[src/rtl/video_plane_writer_pkg.sv]
// Shared definitions for the bit-plane video writer and display shifter.
// Plane order here must match the shifter's read order.
package video_plane_writer_pkg;

  localparam int ADDR_W_DEF = 13;
  localparam int LINE_B_DEF = 32;

  localparam logic [1:0] PLANE_RED   = 2'd0;
  localparam logic [1:0] PLANE_BLUE  = 2'd1;
  localparam logic [1:0] PLANE_GREEN = 2'd2;
  localparam logic [1:0] PLANE_ALTG  = 2'd3;

  typedef enum logic [1:0] {
    ST_IDLE,
    ST_WR_RED,
    ST_WR_BLUE,
    ST_WR_GREEN
  } wr_state_t;

  typedef struct packed {
    logic [7:0] red;
    logic [7:0] blue;
    logic [7:0] green;
  } plane_group_t;

  function automatic logic [1:0] green_plane(
    input logic altg
  );
    return altg ? PLANE_ALTG : PLANE_GREEN;
  endfunction

endpackage

[src/rtl/video_plane_packer.sv]
// Packs the serial RGB stream into plane bytes and holds one
// complete group for the writer FSM.
module video_plane_packer
  import video_plane_writer_pkg::*;
(
  input  logic         clock,
  input  logic         reset,
  input  logic         ce,
  input  logic         de,
  input  logic         r,
  input  logic         g,
  input  logic         b,
  input  logic         vsync,
  input  logic         free,
  output plane_group_t hold,
  output logic         hold_valid,
  output logic         drop,
  output logic         overflow
);

  logic [7:0]   sr_r;
  logic [7:0]   sr_g;
  logic [7:0]   sr_b;
  logic [2:0]   count;
  logic [2:0]   pad;
  logic         de_q;
  logic         complete;
  logic         flush;
  logic         push;
  plane_group_t group;

  always_comb begin
    complete = ce && de && (count == 3'd7) && !vsync;
    flush    = ce && !de && de_q && (count != 3'd0) && !vsync;
    pad      = 3'd0 - count;
    group    = '0;
    if (flush) begin
      // left-justify the partial byte so unused pixels read as black
      group.red   = sr_r << pad;
      group.blue  = sr_b << pad;
      group.green = sr_g << pad;
    end else begin
      group.red   = {sr_r[6:0], r};
      group.blue  = {sr_b[6:0], b};
      group.green = {sr_g[6:0], g};
    end
    push = (complete || flush) && (!hold_valid || free);
    drop = (complete || flush) && hold_valid && !free;
  end

  always_ff @(posedge clock or posedge reset) begin
    if (reset) begin
      sr_r       <= '0;
      sr_g       <= '0;
      sr_b       <= '0;
      count      <= '0;
      de_q       <= 1'b0;
      hold       <= '0;
      hold_valid <= 1'b0;
      overflow   <= 1'b0;
    end else begin
      if (vsync) begin
        sr_r  <= '0;
        sr_g  <= '0;
        sr_b  <= '0;
        count <= '0;
      end else if (ce && de) begin
        sr_r  <= {sr_r[6:0], r};
        sr_g  <= {sr_g[6:0], g};
        sr_b  <= {sr_b[6:0], b};
        count <= count + 3'd1;
      end else if (flush) begin
        sr_r  <= '0;
        sr_g  <= '0;
        sr_b  <= '0;
        count <= '0;
      end

      if (ce) de_q <= de;

      if (vsync) overflow <= 1'b0;
      else if (drop) overflow <= 1'b1;

      if (push) begin
        hold       <= group;
        hold_valid <= 1'b1;
      end else if (free) begin
        hold_valid <= 1'b0;
      end
    end
  end

endmodule

[src/rtl/video_plane_writer.sv]
// Writes packed plane bytes to video RAM through a req/ack port,
// one byte per plane, red then blue then green.
module video_plane_writer
  import video_plane_writer_pkg::*;
#(
  parameter int ADDR_W = ADDR_W_DEF,
  parameter int LINE_B = LINE_B_DEF
) (
  input  logic              clock,
  input  logic              reset,
  input  logic              ce,
  input  logic              vsync,
  input  logic              de,
  input  logic              r,
  input  logic              g,
  input  logic              b,
  input  logic              altg,
  output logic              req,
  input  logic              ack,
  output logic [1:0]        a,
  output logic [ADDR_W-1:0] addr,
  output logic [7:0]        d,
  output logic              overflow
);

  if (LINE_B <= 0 || (LINE_B * 8) > (1 << ADDR_W))
  begin : g_bad_line
    $error("LINE_B does not fit in one plane");
  end

  wr_state_t         state;
  wr_state_t         state_nx;
  plane_group_t      hold;
  logic              hold_valid;
  logic              drop;
  logic              free;
  logic              busy;
  logic              vs_pend;
  logic [ADDR_W-1:0] skip;

  video_plane_packer u_packer (
    .clock      (clock),
    .reset      (reset),
    .ce         (ce),
    .de         (de),
    .r          (r),
    .g          (g),
    .b          (b),
    .vsync      (vsync),
    .free       (free),
    .hold       (hold),
    .hold_valid (hold_valid),
    .drop       (drop),
    .overflow   (overflow)
  );

  always_ff @(posedge clock or posedge reset) begin
    if (reset) state <= ST_IDLE;
    else       state <= state_nx;
  end

  always_comb begin
    state_nx = state;
    req      = 1'b0;
    a        = PLANE_RED;
    d        = 8'h00;
    free     = 1'b0;
    unique case (state)
      ST_IDLE: begin
        if (hold_valid) state_nx = ST_WR_RED;
      end
      ST_WR_RED: begin
        req = 1'b1;
        a   = PLANE_RED;
        d   = hold.red;
        if (ack) state_nx = ST_WR_BLUE;
      end
      ST_WR_BLUE: begin
        req = 1'b1;
        a   = PLANE_BLUE;
        d   = hold.blue;
        if (ack) state_nx = ST_WR_GREEN;
      end
      ST_WR_GREEN: begin
        req = 1'b1;
        a   = green_plane(altg);
        d   = hold.green;
        if (ack) begin
          state_nx = ST_IDLE;
          free     = 1'b1;
        end
      end
    endcase
  end

  assign busy = (state != ST_IDLE) || hold_valid;

  // skip counts dropped groups so later bytes keep their column
  always_ff @(posedge clock or posedge reset) begin
    if (reset) begin
      addr    <= '0;
      skip    <= '0;
      vs_pend <= 1'b0;
    end else if (free) begin
      if (vsync)        addr <= '0;
      else if (vs_pend) addr <= skip;
      else              addr <= addr + skip + ADDR_W'(1);
      skip    <= '0;
      vs_pend <= 1'b0;
    end else if (vsync) begin
      if (busy) vs_pend <= 1'b1;
      else      addr    <= '0;
      skip <= '0;
    end else if (drop) begin
      skip <= skip + ADDR_W'(1);
    end
  end

endmodule

[config.mk]
export PLATFORM = sky130hd
export DESIGN_NAME = video_plane_writer
export DESIGN_NICKNAME = d
export VERILOG_FILES = /design/src/rtl/video_plane_writer_pkg.sv /design/src/rtl/video_plane_packer.sv /design/src/rtl/video_plane_writer.sv
export SDC_FILE = /design/constraint.sdc
export NUM_CORES = 1
export LEC_CHECK = 0
export BUFFER_PORTS_ARGS = -buffer_cell sky130_fd_sc_hd__clkbuf_2
export CORE_MARGIN = 3
export CORE_UTILIZATION = 55
export DETAILED_ROUTE_END_ITERATION = 10
export PLACE_DENSITY = 0.75
export SLEW_MARGIN = 25
export SYNTH_ARGS = -nofsm -noshare
export SYNTH_HDL_FRONTEND = slang
export SYNTH_HIERARCHICAL = 1
export SYNTH_SLANG_ARGS = --single-unit
export TNS_END_PERCENT = 5
[constraint.sdc]
create_clock -name clock -period 2.66 [get_ports clock]
set_input_delay 0.266 -clock clock [delete_from_list [all_inputs] [get_ports clock]]
set_output_delay 0.266 -clock clock [all_outputs]
set_load 0.005 [all_outputs]
==> results.md <==
* First-pass GRT wire length at 20100 µm
* CP arrival at roughly 3 ns
* Bufs on Longest Clock Path at 2
* Final hold slack at between 0.15 and 0.2 ns
* Detailed placer's ending HPWL at approximately 8500 µm
* GR met1 Demand/Resource at just under 40%
* Worst-Margin Slew at 0.842 ns
* #FFs+latches synth at 83
* Leakage at about 2.5 nW
* Peak Freq at roughly 360 MHz
* WL/cell at approximately 18 µm
* Final setup violation count at 1
* Synth Flop Type: dfrtp_1
* Reg-to-reg setup timing slack at -0.08 ns
* Worst endpoint required time at 2.92 ns
* DRC at 0
* Design area at 5530 µm²
* Die width at around 100 µm
* Hold WC Path Type: in -> reg
* Final GP Congestion at about 0.96
* Final Cycle Share at 103%
* Max VDD drop at between 0.0003 and 0.0004 V
* GRT Overall Usage at around a quarter
* Initial antenna violation count at 0
* Skew final at 0.0130 ns
* Routed via count at approximately 4100
* Antenna Violating Nets Remaining at 0
* Worst path buffer plus inverter count at 2
* I/O pin cnt at 35
* Placed cell count at roughly 640
* Largest stage delay, worst path at 0.40 ns
* Vias in the first global route at 4005
* # rows at 33
* GR peak layer: met1
* Setup TNS at -0.0812 ns
* H-tree levels at 3
* CP Capture Type: flop
* WS Path Type: reg -> reg
* Max_slew headroom at 43.0%
* Final min period at 2.74 ns
* Synth Area in Adders at under 10%
* Antenna Cells at 0
* Cell variety after synth at 57
* Crit start category: flop
* Final hold vios at 0
* Slew Viols, Final at 0
* DRT iter0 DRCs at 433
* Ys async rst share at 100%
* DR vias/cell at just over 6
* Slowest-stage cell, CP: a221o_1
* EDFF count, synth at 0
* Outcome: complete, but fails checks
* Synth-to-Final Area Change at 12.1%
* Most common cell after layout, fill and taps aside: dfrtp_1
* CP top delay family: compound AO/OA/AOI/OAI gates
* Synth Warn # at 6
* Violated checks: setup timing
* Num CTS Buffers at 9
* IO buf count at 34
* Reg2Reg Launch Point: addr[0]
* Net Count, Synth at 539
* Clock Tree Root: clkbuf_8
* XOR/XNOR share of the synthesized area at under 10%
* Largest family of logic cells by synthesized area: compound AO/OA/AOI/OAI gates
* Crit path from: addr[0]
* Die area at around 10000 µm²
* Fraction of layout cells with a size suffix above 1 at a little under a fifth
* Hold path start: g
* Critical path fanouts, max at 2
* Final core occ at about 65%
* Grt ovf at 0
* Proportion of synthesized area in mux cells at 6.73%
* Largest net degree at the start of global routing at 32
* CP Cell Sequence: inv_1 -> ha_2 -> inv_2 -> fa_2 -> a21oi_4 -> o211ai_1 -> a221o_1 -> a221oi_4 -> mux2_4 -> a21o_1 -> a22o_1
* Synth Area in Compound Gates at a little under a quarter
* Syn Area/Cell at slightly below 10 µm²
* Simple-Gate Fraction of Synth Area at approximately 13%
* CTS tree: done
* Seq/Total Area, Yosys at a little over two fifths
* Fin nets at 587
* RSZ-0062 raised after global routing: true
* Pwr Density at ~560 nW/µm²
* CORE AREA at approximately 8500 µm²
* First-pass iteration count of the detailed router at 7
* Grt met3 use at between 4 and 5%
* Reg clk slew, reported paths at about 0.090 ns
* Pre-CTS setup slack at -0.133 ns
* Final WL at roughly 12000 µm
* Clock Latency Late Sink at 0.36 ns
* Post-Place Cell Area at 5290 µm²
* Initial Utilization at 58.2%
* Tot Pwr at 3.10 mW
* M2 GR Usage at 34.3%
* Final cell count without fillers at approximately 660
* Commonest cells after routing, fill and taps aside: dfrtp_1 (83), nor2_1 (50), nand2_1 (46)
* Max-cap check violation count at 0
* Syn Std Cell Area at a little under 5000 µm²
* Total clock sinks at slightly above 80
* Chip height at 101 µm
* Fin worst setup slack at -0.0812 ns
* Mapped Cells at just over 500
==> repair_timing <==
| action | in CTS | in global routing |
|---|---|---|
| setup endpoints to repair | 1 | 2 |
| pin swaps | 7 | 5 |
| hold buffers | 1 | 0 |
| resized for setup | 3 | 0 |
| endpoints found under the hold margin | 29 | 0 |
| setup buffers | 3 | 2 |
==> Yosys cell counts, types with 4 or more instances <==
| library cell | n | area share [%] |
|---|---|---|
| a21o_1 | 5 | 0.76 |
| a21oi_1 | 13 | 1.3 |
| a221oi_1 | 8 | 1.4 |
| a222oi_1 | 8 | 1.6 |
| a22o_1 | 35 | 6.2 |
| a22oi_1 | 7 | 1.1 |
| a31oi_1 | 8 | 1.0 |
| a32oi_1 | 6 | 1.1 |
| buf_2 | 4 | 0.41 |
| buf_6 | 4 | 0.91 |
| clkbuf_1 | 19 | 1.4 |
| dfrtp_1 | 83 | 42 |
| ha_1 | 22 | 5.6 |
| inv_1 | 19 | 1.4 |
| mux2_2 | 4 | 0.91 |
| mux2i_1 | 23 | 4.7 |
| nand2_1 | 46 | 3.5 |
| nand2b_1 | 8 | 1.0 |
| nand4_1 | 6 | 0.76 |
| nor2_1 | 50 | 3.8 |
| nor2b_1 | 8 | 1.0 |
| nor3_1 | 6 | 0.61 |
| o21ai_0 | 27 | 2.7 |
| o21ai_1 | 19 | 1.9 |
| o22ai_1 | 5 | 0.63 |
| or3_1 | 4 | 0.51 |
| xnor2_1 | 7 | 1.2 |
| xor2_1 | 11 | 2.0 |
==> logic make-up after synthesis <==
family,Yosys count
AO/OA/AOI/OAI,162
XOR/XNOR,18
adder cells (fa/ha/maj),23
buffers and inverters,49
flip-flops,83
multiplexers,30
AND/OR/NAND/NOR,141
==> state kept, by name, indices dropped and copies added, names as in the netlist, 2 cells and up <==
signal          flops
u_packer/hold      24
addr               13
u_packer/count      3
u_packer/sr_b       8
u_packer/sr_g       8
skip               13
u_packer/sr_r       8
state               2
==> cell type report <==
| cell class | count | area (µm²) |
|---|---|---|
| flip-flops and latches | 83 | 2080 |
| well taps | 105 | 131 |
| inverters | 19 | 71.3 |
| clock buffers | 9 | 124 |
| fillers | 701 | 2940 |
| repair buffers | 67 | 420 |
| multi-input cells | 374 | 2650 |
| clock inverters | 7 | 52.6 |
==> worst paths after layout <==
| check | endpoint | cells after the start |
|---|---|---|
| max in group asynchronous | u_packer/hold_valid | 4 |
| worst min register to register | u_packer/hold[7] | 2 |
| worst max register to register | addr[12] | 11 |
| min in group asynchronous | addr[10] | 4 |
| worst min-delay path | u_packer/sr_g[0] | 2 |
| worst max-delay path | addr[12] | 11 |
==> report_power, final <==
group	switching, mW	internal [mW]
sequential	0.102	1.35
combinational	0.478	0.330
clock	0.490	0.346
total	1.07	2.03
==> metal layers <==
layer  routed length (µm)  share of wire (%)
met2                 4990                 42
met3                  707                5.9
met5                    0                  0
met1                 5970                 50
met4                  210                1.8
Note: power is estimated with default switching activity, not from simulation.
